[config.mk]
export PLATFORM = sky130hd
export DESIGN_NAME = rtc_bcd_clock_flat
export DESIGN_NICKNAME = d
export VERILOG_FILES = /design/src/rtl/rtc_bcd_clock_pkg.sv /design/src/rtl/rtc_bcd_clock_if.sv /design/src/rtl/rtc_bcd_digit_pair.sv /design/src/rtl/rtc_bcd_clock.sv /design/src/flat_wrapper.sv
export SDC_FILE = /design/constraint.sdc
export NUM_CORES = 1
export LEC_CHECK = 0
export CAP_MARGIN = 30
export CORE_ASPECT_RATIO = 1.25
export CORE_MARGIN = 5
export CORE_UTILIZATION = 61
export CTS_CLUSTER_SIZE = 28
export DETAILED_ROUTE_END_ITERATION = 8
export PLACE_DENSITY = 0.86
export SLEW_MARGIN = 20
export SYNTH_ARGS = -nofsm -noshare
export SYNTH_HDL_FRONTEND = slang
export SYNTH_SLANG_ARGS = --single-unit
export TNS_END_PERCENT = 1
[constraint.sdc]
create_clock -name clk -period 5.02 [get_ports clk]
set_clock_uncertainty 0.05 [all_clocks]
set_input_delay 0.753 -clock clk [delete_from_list [all_inputs] [get_ports clk]]
set_output_delay 0.753 -clock clk [all_outputs]
set_load 0.05 [all_outputs]
[src/rtl/rtc_bcd_clock_pkg.sv]
// Shared types, limits and the BCD legality helper for the BCD real-time clock.
package rtc_pkg;

   typedef logic [3:0] bcd_t;

   typedef struct packed {
      bcd_t tens;
      bcd_t ones;
   } bcd2_t;

   typedef enum logic {
      IDLE,
      COMMIT
   } load_state_t;

   localparam int MAX_HH = 23;
   localparam int MAX_MS = 59;

   // Both digits must be decimal before the numeric range test means anything.
   function automatic logic bcd2_legal(input bcd2_t value, input int max);
      int v;
      v = int'(value.tens) * 10 + int'(value.ones);
      return (value.tens <= 4'd9) && (value.ones <= 4'd9) && (v <= max);
   endfunction

endpackage

[src/rtl/rtc_bcd_clock_if.sv]
// Load handshake between a time source (master) and the RTC (slave).
interface rtc_bcd_clock_if;
   import rtc_pkg::*;

   logic  load_valid;
   logic  load_ready;
   logic  load_err;
   bcd2_t load_hh;
   bcd2_t load_mm;
   bcd2_t load_ss;

   modport master (
      output load_valid, load_hh, load_mm, load_ss,
      input  load_ready, load_err
   );

   modport slave (
      input  load_valid, load_hh, load_mm, load_ss,
      output load_ready, load_err
   );

endinterface

[src/rtl/rtc_bcd_digit_pair.sv]
// Two-digit BCD counter modulo N with synchronous load and a carry on wrap.
module rtc_bcd_digit_pair
   import rtc_pkg::*;
#(
   parameter int N = 60
)(
   input  logic  clk,
   input  logic  rst,
   input  logic  inc,
   input  logic  load,
   input  bcd2_t load_val,
   output bcd2_t value,
   output logic  carry_out
);

   localparam bcd_t MAX_TENS = bcd_t'((N - 1) / 10);
   localparam bcd_t MAX_ONES = bcd_t'((N - 1) % 10);

   logic at_max;

   assign at_max    = (value.tens == MAX_TENS) && (value.ones == MAX_ONES);
   assign carry_out = inc && at_max;

   always_ff @(posedge clk) begin
      if (rst) begin
         value <= '0;
      end else if (load) begin
         value <= load_val;
      end else if (inc) begin
         if (at_max) begin
            value <= '0;
         end else if (value.ones == 4'd9) begin
            value.tens <= value.tens + 4'd1;
            value.ones <= 4'd0;
         end else begin
            value.ones <= value.ones + 4'd1;
         end
      end
   end

endmodule

[src/rtl/rtc_bcd_clock.sv]
// BCD HH:MM:SS real-time clock with prescaler, validated load and 12h/24h display.
// Define RTC_ALARM_EN to add the hh:mm alarm compare and its ports.
module rtc_bcd_clock
   import rtc_pkg::*;
#(
   parameter  int CLK_HZ = 50_000_000,
   localparam int PRE_W  = $clog2(CLK_HZ)
)(
   input  logic              clk,
   input  logic              rst,
   input  logic              en,
   input  logic              hour12,
   rtc_bcd_clock_if.slave    load_bus,
   output logic [7:0]        hh_o,
   output logic [7:0]        mm_o,
   output logic [7:0]        ss_o,
   output logic              pm_o,
   output logic              sec_tick,
   output logic              min_tick,
   output logic              day_tick
`ifdef RTC_ALARM_EN
   ,
   input  logic              alarm_arm,
   input  logic [7:0]        alarm_hh,
   input  logic [7:0]        alarm_mm,
   output logic              alarm_hit
`endif
);

   load_state_t      state;
   logic [PRE_W-1:0] pre;
   bcd2_t            cap_hh, cap_mm, cap_ss;
   logic             cap_legal;
   bcd2_t            hh, mm, ss;
   logic             ss_carry, mm_carry, hh_carry;
   logic             accept, in_legal, commit_legal, pre_wrap, advance;
   logic [4:0]       hour_bin, hour_disp;

   assign accept       = load_bus.load_valid && load_bus.load_ready;
   assign in_legal     = bcd2_legal(load_bus.load_hh, MAX_HH) &&
                         bcd2_legal(load_bus.load_mm, MAX_MS) &&
                         bcd2_legal(load_bus.load_ss, MAX_MS);
   assign commit_legal = (state == COMMIT) && cap_legal;
   assign pre_wrap     = en && (pre == PRE_W'(CLK_HZ - 1));

   // A legal load in flight overrides the second that would land at the same time.
   assign advance      = pre_wrap && !commit_legal && !(accept && in_legal);

   // Legality is judged at accept so the error pulse lines up with the commit cycle.
   always_ff @(posedge clk) begin
      if (rst) begin
         state               <= IDLE;
         load_bus.load_ready <= 1'b0;
         load_bus.load_err   <= 1'b0;
         cap_hh              <= '0;
         cap_mm              <= '0;
         cap_ss              <= '0;
         cap_legal           <= 1'b0;
      end else begin
         load_bus.load_err <= accept && !in_legal;
         case (state)
            IDLE: begin
               if (accept) begin
                  state               <= COMMIT;
                  load_bus.load_ready <= 1'b0;
                  cap_hh              <= load_bus.load_hh;
                  cap_mm              <= load_bus.load_mm;
                  cap_ss              <= load_bus.load_ss;
                  cap_legal           <= in_legal;
               end else begin
                  load_bus.load_ready <= 1'b1;
               end
            end
            COMMIT: begin
               state               <= IDLE;
               load_bus.load_ready <= 1'b1;
            end
         endcase
      end
   end

   always_ff @(posedge clk) begin
      if (rst) begin
         pre      <= '0;
         sec_tick <= 1'b0;
         min_tick <= 1'b0;
         day_tick <= 1'b0;
      end else begin
         if (commit_legal || pre_wrap) begin
            pre <= '0;
         end else if (en) begin
            pre <= pre + 1'b1;
         end
         sec_tick <= advance;
         min_tick <= ss_carry;
         day_tick <= hh_carry;
      end
   end

   rtc_bcd_digit_pair #(.N(60)) ss_cnt (
      .clk       (clk),
      .rst       (rst),
      .inc       (advance),
      .load      (commit_legal),
      .load_val  (cap_ss),
      .value     (ss),
      .carry_out (ss_carry)
   );

   rtc_bcd_digit_pair #(.N(60)) mm_cnt (
      .clk       (clk),
      .rst       (rst),
      .inc       (ss_carry),
      .load      (commit_legal),
      .load_val  (cap_mm),
      .value     (mm),
      .carry_out (mm_carry)
   );

   rtc_bcd_digit_pair #(.N(24)) hh_cnt (
      .clk       (clk),
      .rst       (rst),
      .inc       (mm_carry),
      .load      (commit_legal),
      .load_val  (cap_hh),
      .value     (hh),
      .carry_out (hh_carry)
   );

   // Midnight and noon both read 12 on a 12h face; only pm_o tells them apart.
   always_comb begin
      hour_bin  = 5'(hh.tens) * 5'd10 + 5'(hh.ones);
      pm_o      = (hour_bin >= 5'd12);
      hour_disp = hour_bin;
      if (hour_bin == 5'd0) begin
         hour_disp = 5'd12;
      end else if (hour_bin > 5'd12) begin
         hour_disp = hour_bin - 5'd12;
      end
      if (!hour12) begin
         hh_o = hh;
      end else if (hour_disp >= 5'd10) begin
         hh_o = {4'd1, 4'(hour_disp - 5'd10)};
      end else begin
         hh_o = {4'd0, 4'(hour_disp)};
      end
      mm_o = mm;
      ss_o = ss;
   end

`ifdef RTC_ALARM_EN
   assign alarm_hit = sec_tick && alarm_arm && (ss == 8'h00) &&
                      (hh == alarm_hh) && (mm == alarm_mm);
`endif

endmodule
[src/flat_wrapper.sv]
// flat-port wrapper written by rule: the top's interface ports become plain ports
module rtc_bcd_clock_flat import rtc_pkg::*;
#(
   parameter  int CLK_HZ = 50_000_000,
   localparam int PRE_W  = $clog2(CLK_HZ)
)
  (clk, rst, en, hour12, hh_o, mm_o, ss_o, pm_o, sec_tick, min_tick, day_tick, load_bus_load_valid, load_bus_load_hh, load_bus_load_mm, load_bus_load_ss, load_bus_load_ready, load_bus_load_err);
  rtc_bcd_clock_if load_bus_i ();
  input  logic clk;
  input  logic rst;
  input  logic en;
  input  logic hour12;
  output logic [7:0] hh_o;
  output logic [7:0] mm_o;
  output logic [7:0] ss_o;
  output logic pm_o;
  output logic sec_tick;
  output logic min_tick;
  output logic day_tick;
  input wire logic [$bits(load_bus_i.load_valid)-1:0] load_bus_load_valid;
  input wire logic [$bits(load_bus_i.load_hh)-1:0] load_bus_load_hh;
  input wire logic [$bits(load_bus_i.load_mm)-1:0] load_bus_load_mm;
  input wire logic [$bits(load_bus_i.load_ss)-1:0] load_bus_load_ss;
  output wire logic [$bits(load_bus_i.load_ready)-1:0] load_bus_load_ready;
  output wire logic [$bits(load_bus_i.load_err)-1:0] load_bus_load_err;
  assign load_bus_i.load_valid = load_bus_load_valid;
  assign load_bus_i.load_hh = load_bus_load_hh;
  assign load_bus_i.load_mm = load_bus_load_mm;
  assign load_bus_i.load_ss = load_bus_load_ss;
  assign load_bus_load_ready = load_bus_i.load_ready;
  assign load_bus_load_err = load_bus_i.load_err;
  rtc_bcd_clock #(.CLK_HZ(CLK_HZ)) u_core (.clk(clk), .rst(rst), .en(en), .hour12(hour12), .load_bus(load_bus_i), .hh_o(hh_o), .mm_o(mm_o), .ss_o(ss_o), .pm_o(pm_o), .sec_tick(sec_tick), .min_tick(min_tick), .day_tick(day_tick));
endmodule
# Word-level counts from Yosys, hierarchy flattened
# Cells that the tools add are included.
# word_totals
regBits,81
latchBits,0
ram_bits,0
romBits,0
in_bits,29
word_cells,118
memories,0
# op_classes
addsub,13
mul,4
div_mod_pow,0
order_cmp,12
n_eq_ne,8
n_shift,0
n_mux,23
bitwise,1
reduce_logical,37
# op_table
cell,count
$add A32 B5 Y32,3
$mux W8,10
$le A32 B7 Y1 const B,2
$le A32 B6 Y1 const B,1
$add A26 B1 Y26 const B,1
$eq A26 B26 Y1 const B,1
$add A4 B1 Y4 const B,6
$le A4 B4 Y1 const B,6
$mux W4,6
$logic_and A1 B1 Y1,21
$mul A4 B3 Y7 const B,3
$mux W5,3
$eq A4 B4 Y1 const B,3
$ge A5 B4 Y1 const B,2
$reduce_bool A3 Y1,3
$eq A4 B2 Y1 const B,2
$eq A4 B3 Y1 const B,2
$reduce_and A2 Y1,4
$reduce_bool A2 Y1,3
$add A5 B4 Y5,1
$gt A5 B4 Y1 const B,1
$logic_not A5 Y1,1
$sub A5 B4 Y5 const B,1
$mul A4 B3 Y4 const B,1
7 further kinds,11

# Longest topological paths before layout
# Gate-level depths: netlist (run 1).
# logic_depth
ltp_word,13
depth_mapped,12

# By module
# From an unflattened synthesis (run 1), not the netlist that was laid out.
# unflattened
cells_unflattened,552
area_unflattened_um2,5079.9
# by_module_without_submodules
module,n_inst,cells_per_inst,area_each_um2,seq_area_each_um2
rtc_bcd_clock,1,352,3325.7,1141.1
rtc_bcd_digit_pair (u_core.mm_cnt ...),2,64,565.5,160.2
rtc_bcd_digit_pair (u_core.hh_cnt),1,72,623.1,160.2

# Least setup slack after synthesis (run 1)
# OpenSTA, ideal clock, no wires.
# synth_timing
path_type,register -> output
start,register u_core.hh_cnt.value[4] in the netlist's numbering
end,output port hh_o[2]
arrival_time_ns,3.611
required_ns,4.217
path_slack_ns,0.606
path_stages_with_launch,11
path_cell_list,dfxtp_1 -> ha_1 -> ha_1 -> xor2_1 -> inv_1 -> ha_1 -> and2_1 -> or4_1 -> nand2_1 -> a21oi_1 -> o311ai_1
# synth_between
elab_chain_cells,8
elab_cells_between_ends,11
# synth_rtl
element,line_no,text
from (decl),rtc_bcd_digit_pair.sv:12,"output bcd2_t value,"
from (signal assigned),rtc_bcd_digit_pair.sv:28,value <= load_val;
$mul A4 B3 Y4 (*),rtc_bcd_clock.sv:132,hour_bin = 5'(hh.tens) * 5'd10 + 5'(hh.ones);
$add A5 B4 Y5 (*),rtc_bcd_clock.sv:132,
$sub A5 B4 Y5 / $gt A5 B4 Y1 (equally long branches),"rtc_bcd_clock.sv:138, rtc_bcd_clock.sv:137",
$mux W5,rtc_bcd_clock.sv:137,end else if (hour_bin > 5'd12) begin
$mux W5 (*),rtc_bcd_clock.sv:135,if (hour_bin == 5'd0) begin
$sub A4 B4 Y4 / $ge A5 B4 Y1 (equally long branches),"rtc_bcd_clock.sv:143, rtc_bcd_clock.sv:142",
$mux W5 (*),rtc_bcd_clock.sv:142,end else if (hour_disp >= 5'd10) begin
$mux W8 (*),rtc_bcd_clock.sv:140,if (!hour12) begin
to (decl),flat_wrapper.sv:13,output logic [7:0] hh_o;
# Mark *: on every way between the ends. The rest lies on a longest branch, timed or not.

# Worst setup path in the final report (run 1)
# layout_timing
start,register u_core.hh_cnt.value[4] in the netlist's numbering
end,output port hh_o[3]
# Same word-level chain as after synthesis.

==> qor_table.md, run 1 <==
| Quantity | Value | Unit |
|---|---|---|
| Outcome | finished, final reports clean | - |
| Hold_sp | u_core.cap_mm[1]$_SDFFE_PP0P_ | - |
| Number of library cell types mapped by synthesis | 72 | - |
| RePlAce Congestion | 0.827 | - |
| Startpoint types | flip-flop | - |
| Final-layout worst hold slack | 0.428 | ns |
| Worst IR Drop VDD | 188 | uV |
| Setup repair after global routing missed its margin | false | - |
| Async set-reset flop share out of synthesis | 0 | - |
| Total detailed-routing wirelength | 11.6 | mm |
| Required time at the endpoint of the critical path | 4.22 | ns |
| Slowest cell on crit path | sky130_fd_sc_hd__clkdlybuf4s50_1 | - |
| Overall routing resource usage | 0.233 | - |
| Total power per unit cell area | 230 | nW/um^2 |
| Critical path peak fanout | 7 | - |
| Post-layout instance count excluding filler cells | 719 | - |
| Dominant cells by area after synthesis | sky130_fd_sc_hd__dfxtp_1, sky130_fd_sc_hd__ha_1, sky130_fd_sc_hd__a22o_1, sky130_fd_sc_hd__xor2_1, sky130_fd_sc_hd__nor2_1 | - |
| Delay of the slowest cell on the worst path | 0.80 | ns |
| Number of input and output port buffers inserted | 58 | - |
| Synthesized cell area | 5010 | um^2 |
| Vertical die dimension | 111 | um |
| Synthesis-stage register bit count | 81 | - |
| Critical Path Source | u_core.hh_cnt.value[4]$_SDFFE_PP0P_ | - |
| Setup-violating endpoint count in the final report | 0 | - |
| CP bufs+invs | 2 | - |
| Share of the clock period used by the worst path | 0.951 | - |
| DP Wirelength | 8.87 | mm |
| Number of antenna-violating nets in the routed design | 0 | - |
| Cells along the critical path | ha_1 -> ha_1 -> xor2_1 -> inv_1 -> ha_1 -> and2_1 -> or4_1 -> a211oi_1 -> o31a_1 -> clkdlybuf4s50_1 | - |
| Number of synthesized flops with an enable pin | 0 | - |
| Clk_lat worst skew | 0.36 | ns |
| Reg clk slew, reported paths | 0.08 | ns |
| Cell taking the most area after synthesis | sky130_fd_sc_hd__dfxtp_1 | - |
| MaxCap Viol Count | 0 | - |
| Number of DRC violations after detailed-routing iteration 0 | 311 | - |
| Vias in the first global route | 4396 | - |
| Yosys top cell area share | 0.324 | - |
| Core area | 8150 | um^2 |
| Filler Cells Inserted | 619 | - |
| Placed inst area | 5640 | um^2 |
| Worst Path Class, Setup | reg -> out | - |
| Total number of yosys warnings | 0 | - |
| Post-detailed-route wirelength per cell | 16.2 | um |
| Number of ports placed on the die boundary | 59 | - |
| Leftover overflow at the end of global routing | 0 | - |
| Die X-Extent | 91.0 | um |
| Vias/cell | 6.18 | - |
| Cell area after layout | 5880 | um^2 |
| Die area | 10100 | um^2 |
| Max Slew Vio Count | 0 | - |
| Layout overhead on the synthesized area | 17.4 | % |
| Maximum root-to-sink buffer count | 2 | - |
| Number of design rule violations left after detail routing | 0 | - |
| Most used flip-flop cell after synthesis | sky130_fd_sc_hd__dfxtp_1 | - |
| Fin crit period | 4.77 | ns |
| Wire length of the first global-routing pass | 19.9 | mm |
| Largest net degree at the start of global routing | 33 | - |
| Number of instances in the placed design | 702 | - |
| Final hold violation count | 0 | - |
| Max Clk Rate | 209 | MHz |
| Slew of the pin with the lowest slew margin | 0.920 | ns |
| Crit path top cell by count | sky130_fd_sc_hd__ha_1 | - |
| Final net count | 689 | - |
| Cell family with most CP delay | buffers and inverters | - |
| Diodes inserted | 0 | - |
| Cell at the root of the clock tree | sky130_fd_sc_hd__clkbuf_8 | - |
| Accumulated negative setup slack | 0 | ns |
| Number of clock buffers inserted by TritonCTS | 9 | - |
| Worst Hold Class | reg -> reg | - |
| Pre-antenna DRT Iters | 5 | - |
| Clock tree from TritonCTS | built | - |
| Share of post-route cells with drive strength above 1 | 0.0675 | - |
| Number of instances in the synthesized netlist | 567 | - |
| Number of H-tree levels | 3 | - |
| Initial Util | 0.614 | - |
| Critical path endpoint category | output pin | - |
| Relative slew slack | 0.385 | - |
| Share of synthesized area occupied by flip-flops and latches | 0.324 | - |
| Clock sink total | 81 | - |
| DR vias | 4440 | - |
| Cell Rows | 37 | - |
| Startpoint of the worst register-to-register path | u_core.ss_cnt.value[3]$_SDFFE_PP0P_ | - |
| Leakage dissipation | 0.00229 | uW |
| Arrival @ worst endpoint | 3.97 | ns |
| Number of antenna violations at the first check in global routing | 0 | - |
| Post-synthesis net count | 639 | - |
| Avg Cell Area, Syn | 8.83 | um^2 |
==> layer usage <==
metal | GRT usage | wire [um] | part of all wire
met1 | 0.279 | 4970 | 0.43
met2 | 0.404 | 5770 | 0.50
met3 | 0.0421 | 566 | 0.049
met4 | 0.0988 | 326 | 0.028
met5 | 0 | 0 | 0
==> through the flow <==
step            util  power, uW  setup slack [ns]
4_1_cts        0.719       1360            0.0428
5_1_grt        0.721       1410            0.0307
2_1_floorplan      -        798             0.606
6_report       0.721       1350             0.246
3_3_place_gp   0.691        853             0.569
3_5_place_dp   0.693        859             0.463
==> registers in the layout, indices dropped and copies added (netlist names), 8 cells and up <==
| register | flops |
|---|---|
| u_core.hh_cnt.value | 8 |
| u_core.cap_ss | 8 |
| u_core.mm_cnt.value | 8 |
| u_core.cap_mm | 8 |
| u_core.ss_cnt.value | 8 |
| u_core.pre | 26 |
| u_core.cap_hh | 8 |
==> logic make-up after synthesis <==
logic type      after synthesis  share of synthesized area
simple gates                207                      0.218
xor+xnor                     35                     0.0612
flops                        81                      0.324
fa+ha+maj                    43                      0.118
mux                           7                     0.0145
compound gates              149                      0.227
buf+inv                      45                     0.0367
==> report_power, final <==
| part | total (uW) | switching (uW) | internal (uW) |
|---|---|---|---|
| registers | 663 | 8.95 | 654 |
| clock network | 508 | 236 | 273 |
| logic | 181 | 102 | 79.0 |
==> placed cells by master, fill, tap and decap left out, types with 5 or more instances in the layout <==
master / n
sky130_fd_sc_hd__or3_1: 7
sky130_fd_sc_hd__nand4_1: 8
sky130_fd_sc_hd__a211oi_1: 12
sky130_fd_sc_hd__clkbuf_8: 12
sky130_fd_sc_hd__a21oi_1: 26
sky130_fd_sc_hd__nand3_1: 19
sky130_fd_sc_hd__nor2_1: 48
sky130_fd_sc_hd__fa_1: 7
sky130_fd_sc_hd__dfxtp_1: 81
sky130_fd_sc_hd__xor2_1: 22
sky130_fd_sc_hd__and3_1: 10
sky130_fd_sc_hd__inv_1: 21
sky130_fd_sc_hd__nor2b_1: 13
sky130_fd_sc_hd__ha_1: 36
sky130_fd_sc_hd__nand2_1: 46
sky130_fd_sc_hd__mux2i_1: 5
sky130_fd_sc_hd__or4_1: 5
sky130_fd_sc_hd__a22o_1: 27
sky130_fd_sc_hd__xnor2_1: 13
sky130_fd_sc_hd__clkdlybuf4s50_1: 55
sky130_fd_sc_hd__and2_1: 6
sky130_fd_sc_hd__nor3_1: 13
sky130_fd_sc_hd__o21ai_0: 31
==> synthesized netlist by cell type (3+ instances only) <==
| master | n |
|---|---|
| sky130_fd_sc_hd__xnor2_1 | 13 |
| sky130_fd_sc_hd__or3_1 | 7 |
| sky130_fd_sc_hd__inv_1 | 21 |
| sky130_fd_sc_hd__a31oi_1 | 4 |
| sky130_fd_sc_hd__nand4b_1 | 3 |
| sky130_fd_sc_hd__a22o_1 | 27 |
| sky130_fd_sc_hd__a21oi_1 | 26 |
| sky130_fd_sc_hd__a311oi_1 | 3 |
| sky130_fd_sc_hd__o31ai_1 | 4 |
| sky130_fd_sc_hd__nand3_1 | 19 |
| sky130_fd_sc_hd__nand2b_1 | 4 |
| sky130_fd_sc_hd__ha_1 | 36 |
| sky130_fd_sc_hd__or4_1 | 5 |
| sky130_fd_sc_hd__clkbuf_1 | 21 |
| sky130_fd_sc_hd__nand4_1 | 8 |
| sky130_fd_sc_hd__xor2_1 | 22 |
| sky130_fd_sc_hd__or2_2 | 3 |
| sky130_fd_sc_hd__nor4_1 | 3 |
| sky130_fd_sc_hd__nor3_1 | 14 |
| sky130_fd_sc_hd__nand3b_1 | 4 |
| sky130_fd_sc_hd__a22oi_1 | 3 |
| sky130_fd_sc_hd__dfxtp_1 | 81 |
| sky130_fd_sc_hd__and4_1 | 3 |
| sky130_fd_sc_hd__o21ai_1 | 4 |
| sky130_fd_sc_hd__and3_1 | 10 |
| sky130_fd_sc_hd__and2_1 | 6 |
| sky130_fd_sc_hd__nor2_1 | 48 |
| sky130_fd_sc_hd__nor2b_1 | 13 |
| sky130_fd_sc_hd__a211oi_1 | 12 |
| sky130_fd_sc_hd__fa_1 | 7 |
| sky130_fd_sc_hd__o21ai_0 | 31 |
| sky130_fd_sc_hd__a2111o_1 | 3 |
| sky130_fd_sc_hd__nand2_1 | 46 |
| sky130_fd_sc_hd__mux2i_1 | 5 |
| sky130_fd_sc_hd__o311a_1 | 3 |
==> final cells by class <==
class / count / area [um^2] / share of cell area
Clock buffer: 13 / 169 / 0.0287
Clock inverter: 3 / 46.3 / 0.00788
Inverter: 21 / 78.8 / 0.0134
Multi-Input combinational cell: 441 / 3210 / 0.545
Sequential cell: 81 / 1620 / 0.276
Tap cell: 97 / 121 / 0.0206
Timing Repair Buffer: 63 / 636 / 0.108
==> final timing paths <==
path         depth (start not counted)  slack (ns)                             endpoint
min reg2reg                          1        0.43        u_core.cap_mm[1]$_SDFFE_PP0P_
max reg2reg                          6        2.50  u_core.mm_cnt.value[7]$_SDFFE_PP0P_
min                                  1        0.43        u_core.cap_mm[1]$_SDFFE_PP0P_
max                                 10        0.25                              hh_o[3]
==> repair_timing <==
| item | CTS | global route |
|---|---|---|
| endpoints found under the setup margin | 0 | 2 |
| hold buffers | 0 | 0 |
| buffers inserted | 0 | 0 |
| resized for setup | 0 | 2 |
(Power assumes the default switching activity.)
==> inputs of run 2 (changes only) <==
Settings changed: HOLD_SLACK_MARGIN set to 0.08.
==> results of run 2 <==
No change in the layout: final DEF, timing and power equal those of run 1.
